--- config.mk ---
export PLATFORM = sky130hd
export DESIGN_NAME = beta_pipe_ctrl
export DESIGN_NICKNAME = d
export VERILOG_FILES = /design/src/rtl/beta_pipe_ctrl.sv
export SDC_FILE = /design/constraint.sdc
export NUM_CORES = 1
export LEC_CHECK = 0
export CAP_MARGIN = 30
export CELL_PAD_IN_SITES_DETAIL_PLACEMENT = 1
export CELL_PAD_IN_SITES_GLOBAL_PLACEMENT = 2
export CORE_UTILIZATION = 18
export DETAILED_ROUTE_END_ITERATION = 16
export PLACE_DENSITY = 0.81
export SLEW_MARGIN = 20
export SYNTH_ARGS = -nofsm -noshare
export SYNTH_HDL_FRONTEND = slang
export SYNTH_SLANG_ARGS = --single-unit
export TNS_END_PERCENT = 20
--- constraint.sdc ---
create_clock -name clk_i -period 1.9 [get_ports clk_i]
set_input_delay 0.285 -clock clk_i [delete_from_list [all_inputs] [get_ports clk_i]]
set_output_delay 0.285 -clock clk_i [all_outputs]
set_load 0.01 [all_outputs]
--- src/rtl/beta_pipe_ctrl.sv ---
// beta_pipe_ctrl: pipeline control unit driving stall/flush for PC and inter-stage pipes
// Inputs : clk_i, rstn_i (async active-low), new-instruction/penalty info from execute,
//          decode rs1/rs2 and execute rd/is_load for load-use detection,
//          branch_taken, mem_busy, exception requests.
// Outputs: pc_stall, per-pipe stall/flush (if_dec, dec_exe, exe_mem), trap_ack pulse,
//          state (0 RUN, 1 PENALTY, 2 TRAP) for debug.
module beta_pipe_ctrl #(
    parameter int FlushCycles = 2
) (
    input  logic       clk_i,
    input  logic       rstn_i,
    input  logic       pcu_new_instr_i,
    input  logic [1:0] pcu_penality_i,
    input  logic [4:0] pcu_dec_rs1_addr_i,
    input  logic [4:0] pcu_dec_rs2_addr_i,
    input  logic [4:0] pcu_exe_rd_addr_i,
    input  logic       pcu_exe_is_load_i,
    input  logic       pcu_branch_taken_i,
    input  logic       pcu_mem_busy_i,
    input  logic       pcu_exception_i,
    output logic       pcu_pc_stall_o,
    output logic       pcu_if_dec_stall_o,
    output logic       pcu_if_dec_flush_o,
    output logic       pcu_dec_exe_stall_o,
    output logic       pcu_dec_exe_flush_o,
    output logic       pcu_exe_mem_stall_o,
    output logic       pcu_exe_mem_flush_o,
    output logic       pcu_trap_ack_o,
    output logic [1:0] pcu_state_o
);
    localparam logic [1:0] RUN  = 2'd0;
    localparam logic [1:0] PEN  = 2'd1;
    localparam logic [1:0] TRAP = 2'd2;
    logic [1:0] state, state_nxt, cnt, cnt_nxt;
    logic trap_req, load_use, pen_start;
    // The request cycle is itself the first flush cycle, so TRAP holds FlushCycles-1 more.
    assign trap_req  = pcu_exception_i && state != TRAP;
    assign load_use  = pcu_exe_is_load_i && pcu_exe_rd_addr_i != 5'd0 &&
                       (pcu_exe_rd_addr_i == pcu_dec_rs1_addr_i ||
                        pcu_exe_rd_addr_i == pcu_dec_rs2_addr_i);
    assign pen_start = state == RUN && pcu_new_instr_i && pcu_penality_i != 2'd0;
    always_ff @(posedge clk_i or negedge rstn_i) begin
        if (!rstn_i) begin
            state <= RUN;
            cnt   <= 2'd0;
        end else begin
            state <= state_nxt;
            cnt   <= cnt_nxt;
        end
    end
    always_comb begin
        state_nxt = state;
        cnt_nxt   = cnt;
        if (state == TRAP) begin
            if (cnt <= 2'd1) begin
                state_nxt = RUN;
                cnt_nxt   = 2'd0;
            end else begin
                cnt_nxt = cnt - 2'd1;
            end
        end else if (trap_req) begin
            state_nxt = (FlushCycles > 1) ? TRAP : RUN;
            cnt_nxt   = (FlushCycles > 1) ? 2'(FlushCycles - 1) : 2'd0;
        end else if (pcu_mem_busy_i) begin
            state_nxt = state;
        end else if (state == PEN) begin
            state_nxt = (cnt == 2'd0) ? RUN : PEN;
            cnt_nxt   = (cnt == 2'd0) ? 2'd0 : cnt - 2'd1;
        end else if (!pcu_branch_taken_i && pen_start && pcu_penality_i > 2'd1) begin
            // Detection cycle counts as stall 1, so PENALTY covers the remaining N-1.
            state_nxt = PEN;
            cnt_nxt   = pcu_penality_i - 2'd2;
        end
    end
    always_comb begin
        pcu_pc_stall_o      = 1'b0;
        pcu_if_dec_stall_o  = 1'b0;
        pcu_if_dec_flush_o  = 1'b0;
        pcu_dec_exe_stall_o = 1'b0;
        pcu_dec_exe_flush_o = 1'b0;
        pcu_exe_mem_stall_o = 1'b0;
        pcu_exe_mem_flush_o = 1'b0;
        pcu_trap_ack_o      = 1'b0;
        pcu_state_o         = rstn_i ? state : RUN;
        if (!rstn_i) begin
            pcu_trap_ack_o = 1'b0;
        end else if (state == TRAP || trap_req) begin
            pcu_if_dec_flush_o  = 1'b1;
            pcu_dec_exe_flush_o = 1'b1;
            pcu_exe_mem_flush_o = 1'b1;
            pcu_trap_ack_o      = trap_req;
        end else if (pcu_mem_busy_i) begin
            pcu_pc_stall_o      = 1'b1;
            pcu_if_dec_stall_o  = 1'b1;
            pcu_dec_exe_stall_o = 1'b1;
            pcu_exe_mem_stall_o = 1'b1;
        end else if (state == PEN || (!pcu_branch_taken_i && pen_start)) begin
            pcu_pc_stall_o      = 1'b1;
            pcu_if_dec_stall_o  = 1'b1;
            pcu_dec_exe_stall_o = 1'b1;
            pcu_exe_mem_flush_o = 1'b1;
        end else if (pcu_branch_taken_i) begin
            pcu_if_dec_flush_o  = 1'b1;
            pcu_dec_exe_flush_o = 1'b1;
        end else if (load_use) begin
            pcu_pc_stall_o      = 1'b1;
            pcu_if_dec_stall_o  = 1'b1;
            pcu_dec_exe_flush_o = 1'b1;
        end
    end
endmodule

=== Yosys cells after proc, flatten, opt, wreduce, memory -nomap -nowiden ===
Index checks and enable logic that the tools add are counted.

* Add/subtract/negate cells: 2
* Order comparisons: 2
* Equality and inequality tests: 7
* Muxes and demuxes: 43
* Reductions and logical operators: 18

{| class="wikitable"
|+ Operators with widths
! cell !! count
|-
| $mux 1 || 29
|-
| $mux 2 || 14
|-
| $eq 5x5->1 || 2
|-
| $logic_and 1x1->1 || 7
|-
| $reduce_bool 5->1 || 1
|-
| $logic_not 2->1 || 2
|-
| $reduce_bool 4->1 || 1
|-
| $logic_or 1x1->1 || 3
|-
| $ne 3x1->1 const B || 1
|-
| $reduce_and 3->1 || 1
|-
| $eq 2x1->1 const B || 1
|-
| $eq 2x2->1 const B || 1
|-
| $gt 2x1->1 const B || 1
|-
| $le 2x1->1 const B || 1
|-
| $ne 2x1->1 const B || 1
|-
| $ne 2x2->1 const B || 1
|-
| $reduce_and 2->1 || 1
|-
| $reduce_bool 2->1 || 1
|-
| $sub 2x1->2 const B || 1
|-
| $sub 2x2->2 const B || 1
|-
| $logic_not 1->1 || 1
|}

* Bits in registers: 4
* Input bits: 24
* Logic and storage cells: 74

=== Longest topological paths before layout ===
Gate-level depths: netlist (run 1).

* Depth in word-level cells: 10
* Mapped depth: 5
* Depth with buffers taken out: 4

=== Worst setup path after synthesis (run 1) ===
OpenSTA, ideal clock, no wires.

* Path type: input to output
* Start: input pcu_exe_rd_addr_i[1]
* End: output pcu_pc_stall_o
* Arrival: 1.357 ns
* Data required time: 1.615 ns
* Setup slack: 0.258 ns
* Cell stages on the path: 5
* Path buffers: 1
* Cells stage by stage: or4_1 o21a_1 nand4_1 o22ai_1 buf_4

* Cells in the longest elaborated chain, start to end: 9
* Elaborated cells between the ends (all ways): 12

{| class="wikitable"
|+ RTL lines
! element !! line !! text
|-
| start: declaration || 16 || <nowiki>input logic [4:0] pcu_exe_rd_addr_i,</nowiki>
|-
| $eq 5x5->1, or another cell as far along || 39 || <nowiki>(pcu_exe_rd_addr_i == pcu_dec_rs1_addr_i ||</nowiki>
|-
| $logic_or 1x1->1 / $logic_and 1x1->1 (equally long branches) || 39, 38 ||
|-
| $logic_and 1x1->1 (*) || 38 || <nowiki>assign load_use = pcu_exe_is_load_i && pcu_exe_rd_addr_i != 5'd0 &&</nowiki>
|-
| $mux 1 (*) (6 in series) || -- ||
|-
| end: declaration || 21 || <nowiki>output logic pcu_pc_stall_o,</nowiki>
|}

Mark *: on every way between the ends. The rest lies on a longest branch, timed or not.

=== Worst setup path in the final report (run 1) ===
* Start: input pcu_branch_taken_i
* End: output pcu_dec_exe_flush_o

* Cells in the longest elaborated chain, start to end: 7
* Elaborated cells between the ends (all ways): 8

{| class="wikitable"
|+ RTL lines
! element !! line !! text
|-
| start: declaration || 18 || <nowiki>input logic pcu_branch_taken_i,</nowiki>
|-
| $logic_not 1->1 || 97 || <nowiki>end else if (state == PEN || (!pcu_branch_taken_i && pen_start)) begin</nowiki>
|-
| $logic_and 1x1->1 || 97 ||
|-
| $logic_or 1x1->1 || 97 ||
|-
| $mux 1 (*) || 97 ||
|-
| $mux 1 (*) || 92 || <nowiki>end else if (pcu_mem_busy_i) begin</nowiki>
|-
| $mux 1 (*) || 87 || <nowiki>end else if (state == TRAP || trap_req) begin</nowiki>
|-
| $mux 1 (*) || 85 || <nowiki>if (!rstn_i) begin</nowiki>
|-
| end: declaration || 25 || <nowiki>output logic pcu_dec_exe_flush_o,</nowiki>
|}

Marked as above.

==> results of run 1 <==
## how the worst min path moves through the flow
| stage | start | endpoint | cells after the start |
|---|---|---|---|
| 2_1_floorplan | rstn_i | cnt[0] | 0 |
| 3_3_place_gp | cnt[0] | cnt[0] | 1 |
| 3_5_place_dp | cnt[0] | cnt[0] | 1 |
| 4_1_cts | rstn_i | state[1] | 2 |
| 5_1_grt | rstn_i | state[1] | 2 |
| 6_report | rstn_i | state[1] | 2 |
## synth_stat cells
| library cell | count | area (um2) |
|---|---|---|
| o211ai_1 | 3 | 22.5 |
| o21ai_1 | 1 | 5.00 |
| a211o_1 | 1 | 8.76 |
| buf_2 | 1 | 5.00 |
| and2_1 | 2 | 12.5 |
| nand2b_1 | 1 | 6.26 |
| or2_1 | 1 | 6.26 |
| o21a_1 | 2 | 15.0 |
| a31oi_2 | 1 | 12.5 |
| and3_1 | 1 | 6.26 |
| nor3_2 | 2 | 20.0 |
| nand4_1 | 1 | 6.26 |
| a21boi_1 | 2 | 15.0 |
| nand2_1 | 3 | 11.3 |
| nor2_1 | 7 | 26.3 |
| nor3_1 | 2 | 10.0 |
| or4_1 | 1 | 7.51 |
| o41ai_1 | 1 | 8.76 |
| and3b_1 | 1 | 8.76 |
| xor2_1 | 10 | 87.6 |
| a22oi_1 | 1 | 7.51 |
| nor2b_1 | 1 | 6.26 |
| inv_1 | 4 | 15.0 |
| o21bai_2 | 1 | 11.3 |
| a21oi_1 | 3 | 15.0 |
| buf_6 | 1 | 11.3 |
| mux2_2 | 1 | 11.3 |
| inv_2 | 1 | 3.75 |
| o31a_1 | 2 | 17.5 |
| buf_4 | 1 | 7.51 |
| dfrtp_1 | 4 | 100 |
| o21ai_0 | 1 | 5.00 |
| o2111ai_2 | 1 | 15.0 |
| o22ai_1 | 1 | 6.26 |
## per-layer routing
layer	share of wire, %	routed length [um]	vias up
met2	52	1080	35
met4	1.1	23	0
met3	5.8	120	2
li1	-	-	345
met5	0	0	-
met1	41	853	334
## registers in the layout, indices dropped and copies added (netlist names)
register and count:
cnt 2, state 2
## worst register-to-register path, cell delays in order, from the launching register on
cell and delay, ns:
dfrtp_1 0.38, buf_4 0.18, nor2_1 0.12, a21oi_1 0.05, o31a_1 0.24, mux2_2 0.26
## power by group through the flow
| stage | clock network [W] | logic [W] | registers, W |
|---|---|---|---|
| floorplan | 0 | 0.000263 | 0.000133 |
| global placement | 0 | 0.000498 | 0.000130 |
| detailed placement | 0 | 0.000509 | 0.000132 |
| CTS | 0.000110 | 0.000518 | 0.000132 |
| global route | 0.000118 | 0.000568 | 0.000138 |
| finish | 0.000107 | 0.000517 | 0.000131 |
## logic make-up (layout without fill, tap and decap cells)
kind of cell    Yosys count  in the layout
compound gates           21             21
xor+xnor                 10             10
buf+inv                   8             59
flops                     4              4
mux                       1              1
simple gates             23             23
## cell type report
cell class / count / area, um2
flip-flops and latches: 4 / 100
fillers: 344 / 1720
repair buffers: 51 / 457
inverters: 5 / 18.8
well taps: 31 / 38.8
clock buffers: 3 / 22.5
multi-input cells: 55 / 420
## stage by stage
stage	util, %	power (W)
5_1_grt	38.0	0.000823
2_1_floorplan	-	0.000395
6_report	38.0	0.000756
4_1_cts	37.1	0.000760
3_3_place_gp	36.2	0.000628
3_5_place_dp	36.2	0.000641
## repair_timing
| action | in CTS | in global routing |
|---|---|---|
| resized for setup | 23 | 16 |
| pin swaps | 3 | 9 |
| setup endpoints to repair | 9 | 6 |
| buffers inserted | 1 | 0 |
==> impl_metrics.ini, run 1 <==
[timing]
max_slew_margin_pct = 70.8
finalMaxSlewViolations = 0
setup_slack_ns = 0.0464
final.period_utilization_pct = 97.6
min_period_ns = 1.85
fmax_mhz = 539
setup_viol = 0
rsz0062_at_grt = true
final_hold_viol_count = 0
fin_skew_ns = 0.00800
fin_setup_tns_ns = 0
whs_ns = 0.230
worst_pin_slew_ns = 0.432

[setup_path]
timing.rr.end = cnt[0]
crit_chain = clkdlybuf4s50_1 > inv_2 > a31oi_4 > buf_6 > o2111ai_2 > o21bai_2 > buf_2
r2r_start = state[0]
critPathRequiredTime_ns = 1.62
cp.depth = 7
worstSetupStartpoint = pcu_branch_taken_i
crit_path_top_delay_cell = clkdlybuf4s50_1
crit_type = in2out
crit_end = pcu_dec_exe_flush_o
path_delay_family = buffers and inverters
critPathBufInv = 4
ff2ff_setup_slack_ns = 0.54
slowest_delay_ns = 0.49
worstPathMaxFanout = 3
arrival_ns = 1.57
end_kind = primary output
worst_r2r_path_depth = 5
startpoint_type = primary input

[route]
drc_errors = 0
num_vias = 716
ant_nets = 0
drt_iter0_drc = 7
wl_um = 2070
wl_per_cell_um = 13.9
drtPass1Iterations = 3
vias_per_cell = 4.81

[power]
seq_power_share_pct = 17.4
p_switching_w = 0.000302
switching_share_pct = 40.0
internal-power_w = 0.000453
ir_worst_vdd_uv = 408
powerDensity_nw_per_um2 = 715
clkPwrFrac_pct = 14.2
p_leak_nw = 0.522
combPwrFrac_pct = 68.4

[global_routing]
grt_max_degree = 13
grt_pass1_vias = 808
grt_remaining_overflow = 0
grt_pass1_wl_um = 3600
grt_use_met3_pct = 2.76
antenna_found_initial = 0
grt_util_all_layers_pct = 14.5
busiest_layer = met2
use_met1_pct = 16.2
grt_use_met2_pct = 26.7

[finish]
fin_nets = 144
final_common_cell = buf_4
final_cells = 149
fin_area_um2 = 1060
areaGrowthSynthToFinish_pct = 97.9
final_cell_mix = buf_4 (18), clkdlybuf4s50_1 (17), xor2_1 (10), dlymetal6s2s_1 (7), nor2_1 (6)
antenna_cells = 0
drive_gt1_share_pct = 34.7

[place]
place_inst = 145
placed_area_um2 = 1010
post-dp-hpwl_um = 1760
io_buffers = 33
gp_congestion = 0.831
pre_cts_ws_ns = -0.487

[yosys]
ys_seq_area_share_pct = 18.7
synthMuxAreaShare_pct = 2.11
ys_types = 34
synthSimpleGateAreaFrac_pct = 23.9
syn-num-nets = 91
yosysWarnings = 0
synth_cells = 67
avgSynthCellArea_um2 = 7.97
synth_compound_area_share_pct = 30.9
synth_area_um2 = 534
synth_xor_area_share_pct = 16.4
synth_top_family_by_area = compound AO/OA/AOI/OAI gates
synthAdderAreaFrac_pct = 0
synth_seq_cells = 4

[cts]
hold_buffers = 0
cts_buffers = 3
root_buffer = clkbuf_4
cts_tree = yes
clkTransAtPathRegs_ns = 0.04
htree_num_levels = 1
clk_latency_ns = 0.24
cts.sinks = 4
clock_path_buffers = 2

[hold_path]
min_path_type = in2async

[floorplanning]
die_area_um2 = 3190
die_w_um = 56.5
die_h_um = 56.5
start_util_pct = 19.2
ioPinCount = 34
fp-row-count = 19
coreArea_um2 = 2780

[run]
maxCapViolations = 0

[outcome]
status = finished, final reports clean
Note: power is estimated with default switching activity, not from simulation.
==> run 2: changes to the inputs <==
--- a/config.mk
+++ b/config.mk
@@ -8,9 +8,10 @@
 export CAP_MARGIN = 30
 export CELL_PAD_IN_SITES_DETAIL_PLACEMENT = 1
 export CELL_PAD_IN_SITES_GLOBAL_PLACEMENT = 2
-export CORE_UTILIZATION = 18
+export CORE_UTILIZATION = 25
 export DETAILED_ROUTE_END_ITERATION = 16
-export PLACE_DENSITY = 0.81
+export DONT_BUFFER_PORTS = 1
+export PLACE_DENSITY = 0.67
 export SLEW_MARGIN = 20
 export SYNTH_ARGS = -nofsm -noshare
 export SYNTH_HDL_FRONTEND = slang
==> impl_metrics.ini, run 2 (synthesis results as in run 1) <==
[outcome]
status = finished, final reports clean

[setup_path]
worstPathMaxFanout = 4
arrival_ns = 1.45
critPathRequiredTime_ns = 1.62
crit_path_top_delay_cell = dfrtp_1
slowest_delay_ns = 0.37
crit_type = reg2out
end_kind = primary output
crit_chain = nor2b_1 > nor2_1 > nand2_1 > o22ai_1 > buf_4
startpoint_type = register

[cts]
post_cts_buffers = 0
cts.sinks = 4
hold_buffers = 1
htree_num_levels = 1
cts_tree = yes
cts_resized = 0
clk_latency_ns = 0.23
clkTransAtPathRegs_ns = 0.04
clock_path_buffers = 2
cts_buffers = 3
root_buffer = clkbuf_4

[route]
wl_met3_um = 74
drt_iter0_drc = 5
wl_um = 1480
ant_nets = 0
drtPass1Iterations = 2
wl_met2_um = 735
drc_errors = 0
routed.top_layer = met3
num_vias = 520
vias_per_cell = 5.25
wl_per_cell_um = 14.9
met1_length_um = 667

[power]
internal-power_w = 0.000325
clkPwrFrac_pct = 18.1
p_switching_w = 0.000237
ir_worst_vdd_uv = 658
switching_share_pct = 42.2
combPwrFrac_pct = 58.3
power_w = 0.000561
powerDensity_nw_per_um2 = 925
seq_power_share_pct = 23.5
p_leak_nw = 0.246

[floorplanning]
fp-row-count = 16
die_w_um = 48.2
ioPinCount = 34
start_util_pct = 27.0
die_h_um = 48.2
coreArea_um2 = 1980
die_area_um2 = 2330

[place]
pre_cts_ws_ns = 0.287
io_buffers = 0
post-dp-hpwl_um = 1220
place_inst = 95
gp_congestion = 0.725

[finish]
final_cells = 99
final_common_cell = xor2_1
antenna_cells = 0
multi_input_area_um2 = 392
fin_nets = 98
utilization_pct = 30.6
final_cell_mix = xor2_1 (10), nor2_1 (7), inv_1 (4), dfrtp_1 (4), buf_4 (4)
areaGrowthSynthToFinish_pct = 13.6
drive_gt1_share_pct = 19.4
seq_area_um2 = 100
fillers = 244
top_regs = cnt: 2 flops, state: 2 flops

[global_routing]
grt_pass1_vias = 463
grt_max_degree = 13
grt_util_all_layers_pct = 13.7
grt_remaining_overflow = 0
grt_pass1_wl_um = 2190
antenna_found_initial = 0

[timing]
setup_slack_ns = 0.169
fin_setup_tns_ns = 0
final.period_utilization_pct = 91.1
worst_pin_slew_ns = 0.279
finalMaxSlewViolations = 0
final_hold_viol_count = 0
fmax_mhz = 578
max_slew_margin_pct = 81.2
min_period_ns = 1.73
fin_skew_ns = 0.00648
setup_viol = 0
rsz0062_at_grt = false

[hold_path]
min_path_type = in2reg

[run]
maxCapViolations = 0
[run 2: changes by cell type in the layout (fill, tap and decap cells not counted), sizes merged]
| cell | before | now |
|---|---|---|
| buf | 22 | 4 |
| clkbuf | 5 | 3 |
| clkdlybuf4s15 | 1 | 0 |
| clkdlybuf4s50 | 17 | 0 |
| dlygate4sd2 | 2 | 0 |
| dlygate4sd3 | 0 | 1 |
| dlymetal6s2s | 7 | 0 |
[run 2: stage by stage]
| stage | hold slack [ns] | cell area, um2 |
|---|---|---|
| after floorplan | -0.0106 | 534 |
| after global placement | -0.0104 | 574 |
| after detailed placement | -0.0103 | 574 |
| after CTS | 0.112 | 607 |
| after global routing | 0.111 | 607 |
| final | 0.119 | 607 |
[run 2: final timing paths]
kind	depth (start not counted)	from	slack (ns)	to
setup / recovery	5	state[1]	0.17	pcu_pc_stall_o
hold / removal	1	pcu_exception_i	0.12	state[0]
setup reg to reg	5	state[0]	0.57	cnt[0]
hold reg to reg	1	cnt[0]	0.56	cnt[0]
max in group asynchronous	1	rstn_i	1.37	cnt[0]
min in group asynchronous	1	rstn_i	0.34	state[0]
[run 2: power by group through the flow]
stage               combinational (W)  clock, W  sequential [W]
global route                 0.000369  0.000115        0.000137
floorplan                    0.000263         0        0.000133
global placement             0.000327         0        0.000131
CTS                          0.000337  0.000108        0.000132
finish                       0.000327  0.000102        0.000132
detailed placement           0.000332         0        0.000133
[run 2: area by class of cell]
type / instances / area share (%)
multi-input cells: 55 / 64.5
flip-flops and latches: 4 / 16.5
repair buffers: 5 / 6.60
well taps: 27 / 5.57
clock buffers: 3 / 3.71
inverters: 5 / 3.09
[run 2: worst max-delay path, delay by kind of cell (launching register included)]
family	cells	cell delay (ns)
AOI/OAI and AO/OA	1	0.18
and+or+nand+nor	3	0.52
DFF	1	0.37
buffers and inverters	1	0.16
[run 2: layer usage]
layer,global-route usage (%),vias to the layer above
li1,-,254
met1,18.2,256
met2,22.7,10
met3,4.81,0
met4,0,0
met5,0,-
==> variant (flow settings as in run 2) <==
Reset style: synchronous (`rstn_i`), changed in one clocked block. Comments in the files are not updated.
--- a/src/rtl/beta_pipe_ctrl.sv
+++ b/src/rtl/beta_pipe_ctrl.sv
@@ -39,7 +39,7 @@
                        (pcu_exe_rd_addr_i == pcu_dec_rs1_addr_i ||
                         pcu_exe_rd_addr_i == pcu_dec_rs2_addr_i);
     assign pen_start = state == RUN && pcu_new_instr_i && pcu_penality_i != 2'd0;
-    always_ff @(posedge clk_i or negedge rstn_i) begin
+    always_ff @(posedge clk_i) begin
         if (!rstn_i) begin
             state <= RUN;
             cnt   <= 2'd0;
Formal check against the unedited RTL: no difference found for any inputs over 10 cycles, from zero or initial values and one cycle with rstn_i low; that may be too few to reach the edited logic, so the function may still have changed.
==> variant against run 2 <==
Worst setup slack got worse by 82 ps. Die area shrank 7.0%. Sequential cell count unchanged. Wire length down 3.5%. Design area is 2.7% lower. Synthesized area fell by 7.3%. Non-clock buffer count grew 1.
Power is not compared: it rests on default switching activity, and its combinational part moved more than twofold at a synthesized area within 25%.
==> variant: results <==
export IMPL_outcome="finished, final reports clean"
export IMPL_grt_pass1_vias=524
export IMPL_critPathMaxFanout=5
export IMPL_clockBufferDepth=2
export IMPL_antenna_found_initial=0
export IMPL_syn_nets=95
export IMPL_cts_root_buf="clkbuf_4"
export IMPL_grt_pass1_wl_um=2190
export IMPL_swShare_pct=30.8
export IMPL_async_flop_share_pct=0
export IMPL_io_buffers=0
export IMPL_skew_ps=0.813
export IMPL_synth_flop_cell="dfxtp_1"
export IMPL_dp_hpwl_um=1170
export IMPL_peakVddDrop_v=0.000206
export IMPL_drive_gt1_share_pct=16.7
export IMPL_clk_transition_reported_paths_ps=40
export IMPL_drt_iter0_markers=3
export IMPL_gp_congestion=0.748
export IMPL_synth_warnings=0
export IMPL_synth_area_leaders="xor2_1, dfxtp_1, nor2_1"
export IMPL_clkLatencyLatePin_ps=240
export IMPL_dr_total_vias=552
export IMPL_gr_usage_all_layers_pct=14.5
export IMPL_ys_seq_area_share_pct=16.2
export IMPL_htreeDepth=1
export IMPL_cts_inserted_buffers=3
export IMPL_grt_busiest_layer="met2"
export IMPL_arrival_ps=1530
export IMPL_grt_util_met2_pct=22.5
export IMPL_slowest_delay_ps=420
export IMPL_netlist_top_cells_count="nor2_1, xor2_1, a21oi_1, dfxtp_1, nor3_1"
export IMPL_nets=104
export IMPL_path_delay_family="compound AO/OA/AOI/OAI gates"
export IMPL_post_dp_cell_area_um2=561
export IMPL_hold_path_class="in -> reg"
export IMPL_tightest_slew_ps=260
export IMPL_firstDrtPassIters=4
export IMPL_wire_per_inst_um=13.8
export IMPL_diodes=0
export IMPL_leakage_nw=0.233
export IMPL_grt_use_met1_pct=18.5
export IMPL_reg_largest_list="cnt (2), state (2)"
export IMPL_met3_usage_pct=6.67
export IMPL_ys_types=33
export IMPL_grt_max_degree=9
export IMPL_critPathSlowestCell="a2111o_1"
## variant: path summary, 6_finish.rpt
check                         from               endpoint  slack [ps]  depth (start not counted)
max          state[0]$_SDFFE_PN0P_    pcu_dec_exe_flush_o          90                          4
min reg2reg    cnt[1]$_SDFFE_PN0P_    cnt[1]$_SDFFE_PN0P_         530                          2
min                pcu_exception_i  state[0]$_SDFFE_PN0P_         120                          1
max reg2reg  state[1]$_SDFFE_PN0P_    cnt[0]$_SDFFE_PN0P_         470                          5
## variant: per-stage QoR
stage	total power, mW	cells	hold slack (ps)	setup slack (ps)
after floorplan	0.163	71	362	125
after global placement	0.186	100	366	253
after detailed placement	0.187	100	367	258
after CTS	0.295	103	118	55.8
after global routing	0.319	103	103	14.2
final	0.292	103	121	87.1
## variant: final cells by class
type | instances | area (um2)
clock buffer | 3 | 22.5
inverter | 4 | 15.0
tap | 25 | 31.3
multi-input combinational | 61 | 397
sequential | 4 | 80.1
timing repair buffer | 6 | 45.0
fill | 235 | 1190
## variant: kinds of logic after synthesis
kind of cell | share of synthesized area [%]
AND/OR/NAND/NOR | 31.6
flip-flops | 16.2
XOR/XNOR | 17.7
AO/OA/AOI/OAI | 29.3
buffers and inverters | 5.30
## variant: routing by layer
metal	share of wire [%]	up-vias
li1	-	270
met1	46	260
met2	47	22
met3	6.9	0
met4	0	0
met5	0	-
## variant: what timing repair did
item                                    CTS  global route
resized for setup                         0             1
endpoints found under the setup margin    0             2
setup buffers                             0             0
## variant: power groups by stage
stage,clock (mW),sequential [mW],combinational [mW]
floorplan,0,0.0946,0.0684
global placement,0,0.0937,0.0919
detailed placement,0,0.0941,0.0924
CTS,0.109,0.0928,0.0932
global route,0.120,0.0943,0.105
finish,0.106,0.0940,0.0925
